`config.mk`:
```
export PLATFORM = sky130hd
export DESIGN_NAME = ahb_lite_reg_slave
export DESIGN_NICKNAME = d
export VERILOG_FILES = /design/src/rtl/ahb_pkg.sv /design/src/rtl/ahb_err_fsm.sv /design/src/rtl/ahb_lite_reg_slave.sv
export SDC_FILE = /design/constraint.sdc
export NUM_CORES = 1
export LEC_CHECK = 0
export ABC_CLOCK_PERIOD_IN_PS = 1700
export BUFFER_PORTS_ARGS = -buffer_cell sky130_fd_sc_hd__buf_2
export CAP_MARGIN = 20
export CORE_UTILIZATION = 48
export CTS_CLUSTER_SIZE = 20
export DETAILED_ROUTE_END_ITERATION = 8
export PLACE_DENSITY = 0.78
export SLEW_MARGIN = 30
export SYNTH_ARGS = -nofsm -noshare
export SYNTH_HDL_FRONTEND = slang
export SYNTH_SLANG_ARGS = --single-unit
```
`constraint.sdc`:
```
create_clock -name hclk -period 1.7 [get_ports hclk]
set_input_delay 0.17 -clock hclk [delete_from_list [all_inputs] [get_ports hclk]]
set_output_delay 0.17 -clock hclk [all_outputs]
set_load 0.05 [all_outputs]
```
`src/rtl/ahb_pkg.sv`:
```
// Shared AHB-Lite encodings and the error-response FSM state type.
package ahb_pkg;

  typedef enum logic [1:0] {
    HTRANS_IDLE   = 2'd0,
    HTRANS_BUSY   = 2'd1,
    HTRANS_NONSEQ = 2'd2,
    HTRANS_SEQ    = 2'd3
  } htrans_e;

  localparam logic [2:0] HSIZE_BYTE = 3'd0;
  localparam logic [2:0] HSIZE_HALF = 3'd1;

  localparam logic HRESP_OKAY  = 1'b0;
  localparam logic HRESP_ERROR = 1'b1;

  typedef enum logic [1:0] {
    ERR_IDLE = 2'd0,
    ERR_1    = 2'd1,
    ERR_2    = 2'd2
  } err_state_e;

endpackage

```
`src/rtl/ahb_err_fsm.sv`:
```
// Two-cycle AHB ERROR response sequencer: ERR1 stalls with ERROR, ERR2 completes it.
module ahb_err_fsm
  import ahb_pkg::*;
(
  input  logic hclk,
  input  logic hreset_n,
  input  logic start,
  output logic hready_out,
  output logic hresp
);

  err_state_e state, state_nxt;

  always_ff @(posedge hclk) begin
    if (!hreset_n) state <= ERR_IDLE;
    else           state <= state_nxt;
  end

  always_comb begin
    state_nxt  = state;
    hready_out = 1'b1;
    hresp      = HRESP_OKAY;
    case (state)
      ERR_IDLE: if (start) state_nxt = ERR_1;
      ERR_1: begin
        hready_out = 1'b0;
        hresp      = HRESP_ERROR;
        state_nxt  = ERR_2;
      end
      ERR_2: begin
        hresp     = HRESP_ERROR;
        // a new illegal transfer may be accepted as ERR2 completes
        state_nxt = start ? ERR_1 : ERR_IDLE;
      end
      default: state_nxt = ERR_IDLE;
    endcase
  end

endmodule

```
`src/rtl/ahb_lite_reg_slave.sv`:
```
// AHB-Lite 8-bit register slave: payload (16b), data_size (5b), read-only err_status.
module ahb_lite_reg_slave
  import ahb_pkg::*;
#(
  parameter logic [2:0] ERR_STATUS_ADDRESS = 3'd1,
  parameter logic [2:0] PAYLOAD_ADDRESS    = 3'd2,
  parameter logic [2:0] DATA_SIZE_ADDRESS  = 3'd4
) (
  input  logic        hclk,
  input  logic        hreset_n,
  input  logic        hsel_x,
  input  logic        hready,
  input  logic        hwrite,
  input  logic [2:0]  haddr,
  input  logic [1:0]  htrans,
  input  logic [2:0]  hsize,
  input  logic [7:0]  hwdata,
  input  logic [1:0]  err_status,
  output logic [15:0] payload,
  output logic [4:0]  data_size,
  output logic [7:0]  hrdata,
  output logic        hready_out,
  output logic        hresp
);

  localparam logic [2:0] PAYLOAD_HI_ADDRESS = PAYLOAD_ADDRESS + 3'd1;

  logic       acc, illegal, addr_ok;
  logic       dp_vld, dp_write;
  logic [2:0] dp_addr;

  always_comb begin
    acc = hsel_x && hready &&
          (htrans_e'(htrans) == HTRANS_NONSEQ || htrans_e'(htrans) == HTRANS_SEQ);
    addr_ok = (haddr == ERR_STATUS_ADDRESS) || (haddr == PAYLOAD_ADDRESS) ||
              (haddr == PAYLOAD_HI_ADDRESS) || (haddr == DATA_SIZE_ADDRESS);
    illegal = (hsize > HSIZE_HALF) ||
              (hsize == HSIZE_HALF && haddr[0]) ||
              !addr_ok ||
              (hwrite && haddr == ERR_STATUS_ADDRESS);
  end

  // Only legal transfers get a data phase here; illegal ones are owned by the error FSM.
  always_ff @(posedge hclk) begin
    if (!hreset_n) begin
      dp_vld   <= 1'b0;
      dp_write <= 1'b0;
      dp_addr  <= '0;
    end else begin
      dp_vld <= acc && !illegal;
      if (acc) begin
        dp_write <= hwrite;
        dp_addr  <= haddr;
      end
    end
  end

  // Halfword writes land in the addressed byte only: the bus carries 8 bits.
  always_ff @(posedge hclk) begin
    if (!hreset_n) begin
      payload   <= '0;
      data_size <= '0;
    end else if (dp_vld && dp_write) begin
      if (dp_addr == PAYLOAD_ADDRESS)         payload[7:0]  <= hwdata;
      else if (dp_addr == PAYLOAD_HI_ADDRESS) payload[15:8] <= hwdata;
      else if (dp_addr == DATA_SIZE_ADDRESS)  data_size     <= hwdata[4:0];
    end
  end

  always_comb begin
    hrdata = '0;
    if (dp_vld && !dp_write) begin
      if (dp_addr == ERR_STATUS_ADDRESS)      hrdata = {6'b0, err_status};
      else if (dp_addr == PAYLOAD_ADDRESS)    hrdata = payload[7:0];
      else if (dp_addr == PAYLOAD_HI_ADDRESS) hrdata = payload[15:8];
      else if (dp_addr == DATA_SIZE_ADDRESS)  hrdata = {3'b0, data_size};
    end
  end

  ahb_err_fsm u_err_fsm (
    .hclk       (hclk),
    .hreset_n   (hreset_n),
    .start      (acc && illegal),
    .hready_out (hready_out),
    .hresp      (hresp)
  );

endmodule

```
[Word-level counts from Yosys, hierarchy flattened]
Cells that the tools add are included.
Storage, ports and cells
  register bits: 28
  bits of input ports: 23
  output and inout port bits: 31
  logic and storage cells: 57
Operators by class
  magnitude comparators: 1
  equality and inequality tests: 14
  mux-type cells: 10
  bitwise operators: 2
  reductions and logical operators: 23
Operators with widths (count)
  $mux W8: 4
  $eq A3 B2 Y1 const B: 4
  $eq A3 B1 Y1 const B: 3
  $logic_and A1 B1 Y1: 8
  $logic_or A1 B1 Y1: 7
  $eq A2 B2 Y1 const B: 3
  $eq A3 B3 Y1 const B: 2
  $pmux W2 S3: 1
  $mux W5: 1
  $reduce_and A4 Y1: 1
  $gt A3 B1 Y1 const B: 1
  $logic_not A1 Y1: 3
  $mux W1: 3
  $reduce_and A3 Y1: 1
  $eq A2 B1 Y1 const B: 1
  $logic_not A2 Y1: 1
  $mux W2: 1
  $ne A2 B1 Y1 const B: 1
  $not A1 Y1: 2
  $reduce_and A2 Y1: 1
  $reduce_or A2 Y1: 1

[Logic depth before layout (Yosys ltp)]
Gate-level depths: netlist (run 1).
  word-level depth: 10
  depth in mapped cells: 6
  gate-level depth less buffers: 5

[By module]
From an unflattened synthesis (run 1), not the netlist that was laid out.
Second synthesis, totals
  cells, all modules: 163
  area, all modules: 1482.7 µm²
Modules (own cells, without submodules)
  ahb_lite_reg_slave: times used 1, cells an instance 144, area an instance 1316.3 µm², sequential area each 520.5 µm²
  ahb_err_fsm: times used 1, cells an instance 19, area an instance 166.4 µm², sequential area each 40.0 µm²

[Least setup slack after synthesis (run 1)]
Ideal clock, no wire load.
  kind: reg-to-output
  start point: register dp_addr[2]
  end point: output port hrdata[2]
  arrival time: 1.979 ns
  path slack: -0.449 ns
  cell stages (with the launch flop): 5
  cells stage by stage: dfxtp_1 -> buf_2 -> nand2b_1 -> o21ai_1 -> nor3_1
Between the ends
  cells in the longest elaborated chain, start to end: 6
  elaborated cells on any way between the ends: 9
RTL lines
  start: declaration: line ahb_lite_reg_slave.sv:30  | logic [2:0] dp_addr;
  start signal: assignment: line ahb_lite_reg_slave.sv:53  | dp_addr <= haddr;
  $eq A3 B3 Y1: line ahb_lite_reg_slave.sv:76  | else if (dp_addr == DATA_SIZE_ADDRESS) hrdata = {3'b0, data_size};
  $mux W5: line ahb_lite_reg_slave.sv:76
  $mux W8: line ahb_lite_reg_slave.sv:75  | else if (dp_addr == PAYLOAD_HI_ADDRESS) hrdata = payload[15:8];
  $mux W8: line ahb_lite_reg_slave.sv:74  | else if (dp_addr == PAYLOAD_ADDRESS) hrdata = payload[7:0];
  $mux W8 (*): line ahb_lite_reg_slave.sv:73  | if (dp_addr == ERR_STATUS_ADDRESS) hrdata = {6'b0, err_status};
  $mux W8 (*): line ahb_lite_reg_slave.sv:72  | if (dp_vld && !dp_write) begin
  end: declaration: line ahb_lite_reg_slave.sv:21  | output logic [7:0] hrdata,
Mark *: on every way between the ends. The rest lies on a longest branch, timed or not.

[Worst setup path in the final report (run 1)]
  start point: register dp_addr[2]
  end point: output port hrdata[4]
The elaborated chain is that of the path after synthesis.

==> results of run 1 <==
-- stage by stage --
stage                     hold slack [ps]  utilization [%]
final                               67.12            70.63
after global routing                70.20            70.63
after CTS                           64.46            69.32
after detailed placement            436.4            63.97
after global placement              418.7            63.97
after floorplan                     315.6                -
-- synth_stat cells --
cell type,number
a21oi_1,2
a22oi_1,5
and3_1,2
buf_2,2
buf_4,1
buf_6,1
clkbuf_1,3
clkinv_1,1
dfxtp_1,28
ha_1,5
inv_1,3
mux2i_1,30
nand2_1,7
nand2_2,1
nand2b_1,4
nand2b_4,1
nand3_1,3
nor2_1,30
nor2b_1,6
nor3_1,6
nor3_4,2
nor3b_2,1
nor4_1,1
o21ai_0,1
o21ai_1,3
o22ai_1,2
o311a_1,2
o31ai_1,1
or3_1,1
-- state kept, by name, indices dropped and copies added, names as in the netlist --
register         flops
dp_addr              3
dp_write             1
u_err_fsm.state      2
payload             16
dp_vld               1
data_size            5
-- metal layers --
layer  global-route usage [%]  up-vias  part of all wire [%]
met1                    30.28      664                    40
li1                         -      664                     -
met4                    8.362        0                   2.0
met3                    5.069       11                   4.8
met2                    44.37       47                    53
met5                        0        -                     0
-- worst max-delay path by stage --
stage / slack [ps] / from / cells past startpoint / endpoint
final: -80 / dp_addr[2] / 4 / hrdata[4]
after global routing: -130 / dp_addr[2] / 4 / hrdata[4]
after CTS: -30 / dp_addr[2] / 5 / hrdata[0]
after detailed placement: 60 / dp_addr[0] / 5 / hrdata[0]
after global placement: 110 / dp_addr[0] / 5 / hrdata[1]
after floorplan: -70 / dp_addr[2] / 4 / hrdata[2]
-- power by group through the flow --
stage | Sequential, uW | Combinational, uW | Clock [uW]
after floorplan | 682 | 72.6 | 0
after global placement | 685 | 116 | 0
after detailed placement | 685 | 123 | 0
after CTS | 668 | 133 | 342
after global routing | 671 | 149 | 356
final | 669 | 138 | 332
-- timing repair --
item	CTS	global route
hold buffers	0	0
pin swaps	1	0
gates cloned	0	0
buffers inserted	5	0
gates resized for setup	26	10
setup endpoints to repair	8	8
-- critical path, stage by stage, from the launching register on --
cell and delay, ps:
dfxtp_4 420, nor3b_4 300, a22oi_2 130, nor3_2 230, buf_6 190
-- logic make-up after synthesis --
family	Yosys count
compound gates	16
fa+ha+maj	5
buf+inv	11
flops	28
mux	30
simple gates	65
-- layout make-up --
cell class	instances	area share (%)
timing repair buffer	68	21.72
sequential	28	29.17
tap	31	1.975
clock buffer	4	1.847
inverter	4	0.7643
multi-input combinational	116	44.52
==> impl_metrics.ini, run 1 <==
[clocking]
cts_root_buf = clkbuf_4
htree_levels = 1
cts_tree = yes
cts_buffers = 3
clk_pin_slew_worst_paths_ps = 150
insertion_delay_ps = 340
clkSinkCount = 28
cts_buffer_depth = 2

[global_routing]
overflow = 0
antenna_found_initial = 0
grt_max_degree = 16
grt_pass1_wl_um = 6244
grtUsageTotal_pct = 25.16
grt_pass1_vias = 1386

[routing]
via_count = 1386
viasPerCell = 5.522
drcViolationCount = 0
wire_per_inst_um = 15.29
routed_wirelength_um = 3839
firstDrtPassIters = 4
drt-initial-drc-count = 44
antenna_left = 0

[power]
irDropWorstVdd_uv = 640.8
p_int_uw = 850.2
p_clk_share_pct = 29.1
combPwrFrac_pct = 12.1
switching_share_pct = 25.33
p_sw_uw = 288.3
p_total_uw = 1139
power.density_mw_per_mm2 = 579.6
power_frac_seq_pct = 58.8
leakagePower_uw = 0.0008337

[status]
violations = negative setup slack
status = finished, violations left

[cells_and_area]
regArea_um2 = 573.1
fin_cells = 251
fillers = 206
final_nets = 249
n_antenna_cell = 0
multi_input_area_um2 = 874.6
final_cell_mix = 44 x buf_2, 30 x mux2i_1, 28 x nor2_1
fin_area_mm2 = 0.001964
layout-drive-gt1-share_pct = 43.18
area_delta_synth_final_pct = 38.08
final_common_cell = buf_2

[timing]
worst_clock_skew_ps = 9.709
hold_viol_final = 0
maxSlewViolCount = 0
final-setup-viol-count = 5
worst_pin_slew_ps = 478.3
timing.fmax_mhz = 561.9
worst_slack_ps = -79.72
timing.slew.headroom_pct = 67.84
rsz0062_at_grt = yes
period_share_pct = 104.7
min_period_ps = 1780
tns_ps = -232.4

[yosys]
ys_ff_latch = 28
avgSynthCellArea_um2 = 9.178
synth_top_family_by_area = simple AND/OR/NAND/NOR gates
synth.net_count = 183
synthMuxAreaShare_pct = 21.11
synthXorXnorAreaFrac_pct = 0
synth-simple-area-share_pct = 23.66
yosysUniqueCellTypes = 29
ys_seq_area_share_pct = 39.40
synthesis.instances = 155
synth_top_cell_area_share_pct = 39.40
syn_area_mm2 = 0.001423
synth_warnings = 0
synth_compound_area_share_pct = 7.564
yosysTopAreaCell = dfxtp_1
synthAdderAreaFrac_pct = 4.398
synth_area_leaders = dfxtp_1 39%, mux2i_1 21%, nor2_1 7.9%

[floorplanning]
fp.dieH_um = 56.44
ios = 54
die-area_mm2 = 0.003185
start_util_pct = 51.15
core-area_mm2 = 0.002781
rows = 19
fp.dieW_um = 56.44

[min_path]
hold_path.class = in -> reg
whs_path_depth = 3
hold_path_end = dp_write
hp-start = hwrite

[flow_run]
cap_violations = 0

[place]
dpl.cell_count = 242
portBuffers = 52
gp_congestion = 0.7883
dp_hpwl_um = 2712
dp_worst_setup_slack_ps = 58.38
dpl_cell_area_mm2 = 0.001779

[worst_setup_path]
cp-end-kind = output pin
crit_type = reg -> out
critical_path_required_ps = 1530
reg2reg_from = dp_addr[0]
path_max_fanout = 7
reg2reg_depth = 7
r2r_setup_slack_ps = 160
critPathArrivalTime_ps = 1610
cp-start-kind = register
timing.rr.end = payload[12]
Power figures use the tool's default switching activity.
==> inputs of run 2 (changes only) <==
--- a/config.mk
+++ b/config.mk
@@ -9,6 +9,7 @@
 export BUFFER_PORTS_ARGS = -buffer_cell sky130_fd_sc_hd__buf_2
 export CAP_MARGIN = 20
 export CORE_UTILIZATION = 48
+export CTS_CLUSTER_DIAMETER = 30
 export CTS_CLUSTER_SIZE = 20
 export DETAILED_ROUTE_END_ITERATION = 8
 export PLACE_DENSITY = 0.78
@@ -16,3 +17,4 @@
 export SYNTH_ARGS = -nofsm -noshare
 export SYNTH_HDL_FRONTEND = slang
 export SYNTH_SLANG_ARGS = --single-unit
+export TNS_END_PERCENT = 30
==> run 2 against run 1 <==
The flow still finishes with violations (negative setup slack). Wire length is 2.8% lower. Cell area is 1.1% lower. Power is 0.50% lower. Register-to-register slack better by 50 ps. Sequential share of layout area is 0.27 points higher. Fmax is 2.2% higher. Utilization is 0.81 points lower. Critical path type unchanged. Critical endpoint unchanged.
==> impl_metrics.ini, run 2 (synthesis results as in run 1) <==
[status]
violations = negative setup slack
status = finished, violations left

[timing]
tns_ps = -122.7
period_share_pct = 102.5
worst_slack_ps = -42.12
timing.slew.headroom_pct = 67.61
maxSlewViolCount = 0
worst_pin_slew_ps = 481.8
min_period_ps = 1742
hold_viol_final = 0
final-setup-viol-count = 4
worst_clock_skew_ps = 13.69
rsz0062_at_grt = yes
timing.fmax_mhz = 574.0

[min_path]
hp-start = hwrite
whs_path_depth = 3
hold_path_end = dp_write
hold_path.class = in -> reg

[clocking]
htree_levels = 1
cts_buffer_depth = 2
cts_root_buf = clkbuf_4
insertion_delay_ps = 340
cts_buffers = 3
clk_pin_slew_worst_paths_ps = 150
clkSinkCount = 28
hold_buffers = 0
cts_tree = yes

[place]
dpl_cell_area_mm2 = 0.001779
dpl.cell_count = 242
dp_hpwl_um = 2712
gp_congestion = 0.7883
portBuffers = 52

[cells_and_area]
largestRegisters = payload: 16 flops, data_size: 5 flops, dp_addr: 3 flops
regMostFlops = payload
layout-drive-gt1-share_pct = 40.91
largest_reg_flops = 16
final_cell_mix = 44 x buf_2, 30 x mux2i_1, 30 x nor2_1
area_delta_synth_final_pct = 36.50
n_antenna_cell = 0
final_common_cell = buf_2
fin_area_mm2 = 0.001942
fin_cells = 251
fin_util_pct = 69.82
final_nets = 249

[worst_setup_path]
path_max_fanout = 9
cp-end-kind = output pin
r2r_setup_slack_ps = 210
critical_path_required_ps = 1530
crit_type = reg -> out
reg2reg_from = dp_addr[0]
critPathArrivalTime_ps = 1570
timing.rr.end = payload[6]
reg2reg_depth = 6
cp-start-kind = register

[global_routing]
grt_max_degree = 16
antenna_found_initial = 0
overflow = 0
grtUsageMet2_pct = 44.37
grtUsageTotal_pct = 25.16
grt_pass1_wl_um = 6244
met3_usage_pct = 5.300
use_met1_pct = 30.13
grt_pass1_vias = 1386
gr-max-usage-layer = met2

[routing]
viasPerCell = 5.530
wire_per_inst_um = 14.86
routed_wirelength_um = 3731
drcViolationCount = 0
drt-initial-drc-count = 45
firstDrtPassIters = 4
antenna_left = 0
via_count = 1388

[floorplanning]
die-area_mm2 = 0.003185
core-area_mm2 = 0.002781
rows = 19
fp.dieW_um = 56.44
fp.dieH_um = 56.44
start_util_pct = 51.15
ios = 54

[power]
p_int_uw = 849.3
p_clk_share_pct = 29.0
p_total_uw = 1133
power_frac_seq_pct = 59.0
switching_share_pct = 25.03
irDropWorstVdd_uv = 639.5
power.density_mw_per_mm2 = 583.4
combPwrFrac_pct = 12.0
p_sw_uw = 283.5
leakagePower_uw = 0.0008324

[flow_run]
cap_violations = 0
[run 2: how the worst max path moves through the flow]
stage               slack, ps   endpoint  cells past startpoint       start
floorplan                 -70  hrdata[2]                      4  dp_addr[2]
global placement          110  hrdata[1]                      5  dp_addr[0]
detailed placement         60  hrdata[0]                      5  dp_addr[0]
CTS                       -30  hrdata[0]                      5  dp_addr[2]
global route             -130  hrdata[0]                      5  dp_addr[1]
finish                    -40  hrdata[4]                      4  dp_addr[0]
[run 2: area by class of cell]
class | instances | area [um2]
multi-input cells | 116 | 849.6
well taps | 31 | 38.79
repair buffers | 68 | 430.4
flip-flops and latches | 28 | 571.8
fillers | 213 | 839.6
clock buffers | 4 | 36.28
inverters | 4 | 15.01
[run 2: timing repair]
action	in CTS	in global routing
endpoints found under the setup margin	8	8
setup buffers	5	0
hold endpoints to repair	0	0
resized for setup	24	6
[run 2: worst max-delay path, cell delays in order, from the launching register on]
cell	delay [ps]
dfxtp_4	420
nor3b_4	260
a22oi_1	140
nor3_2	220
buf_6	180
[run 2: power groups by stage]
| stage | Clock, uW | Sequential (uW) | Combinational [uW] |
|---|---|---|---|
| after global routing | 356 | 671 | 147 |
| after detailed placement | 0 | 685 | 123 |
| final | 329 | 669 | 135 |
| after CTS | 342 | 668 | 132 |
| after global placement | 0 | 685 | 116 |
| after floorplan | 0 | 682 | 72.6 |
[run 2: metal layers]
layer  share of wire, %  vias to the layer above  routed length, um
met5                  0                        -                  0
met4                1.9                        0                 72
met3                4.5                       10                169
met2                 52                       50               1951
met1                 41                      662               1537
li1                   -                      666                  -
[run 2: metrics by stage]
step,hold WS [ps],worst slack (ps)
2_1_floorplan,315.6,-67.30
3_3_place_gp,418.7,114.1
3_5_place_dp,436.4,58.38
4_1_cts,64.46,-26.31
5_1_grt,69.91,-126.1
6_report,66.77,-42.12
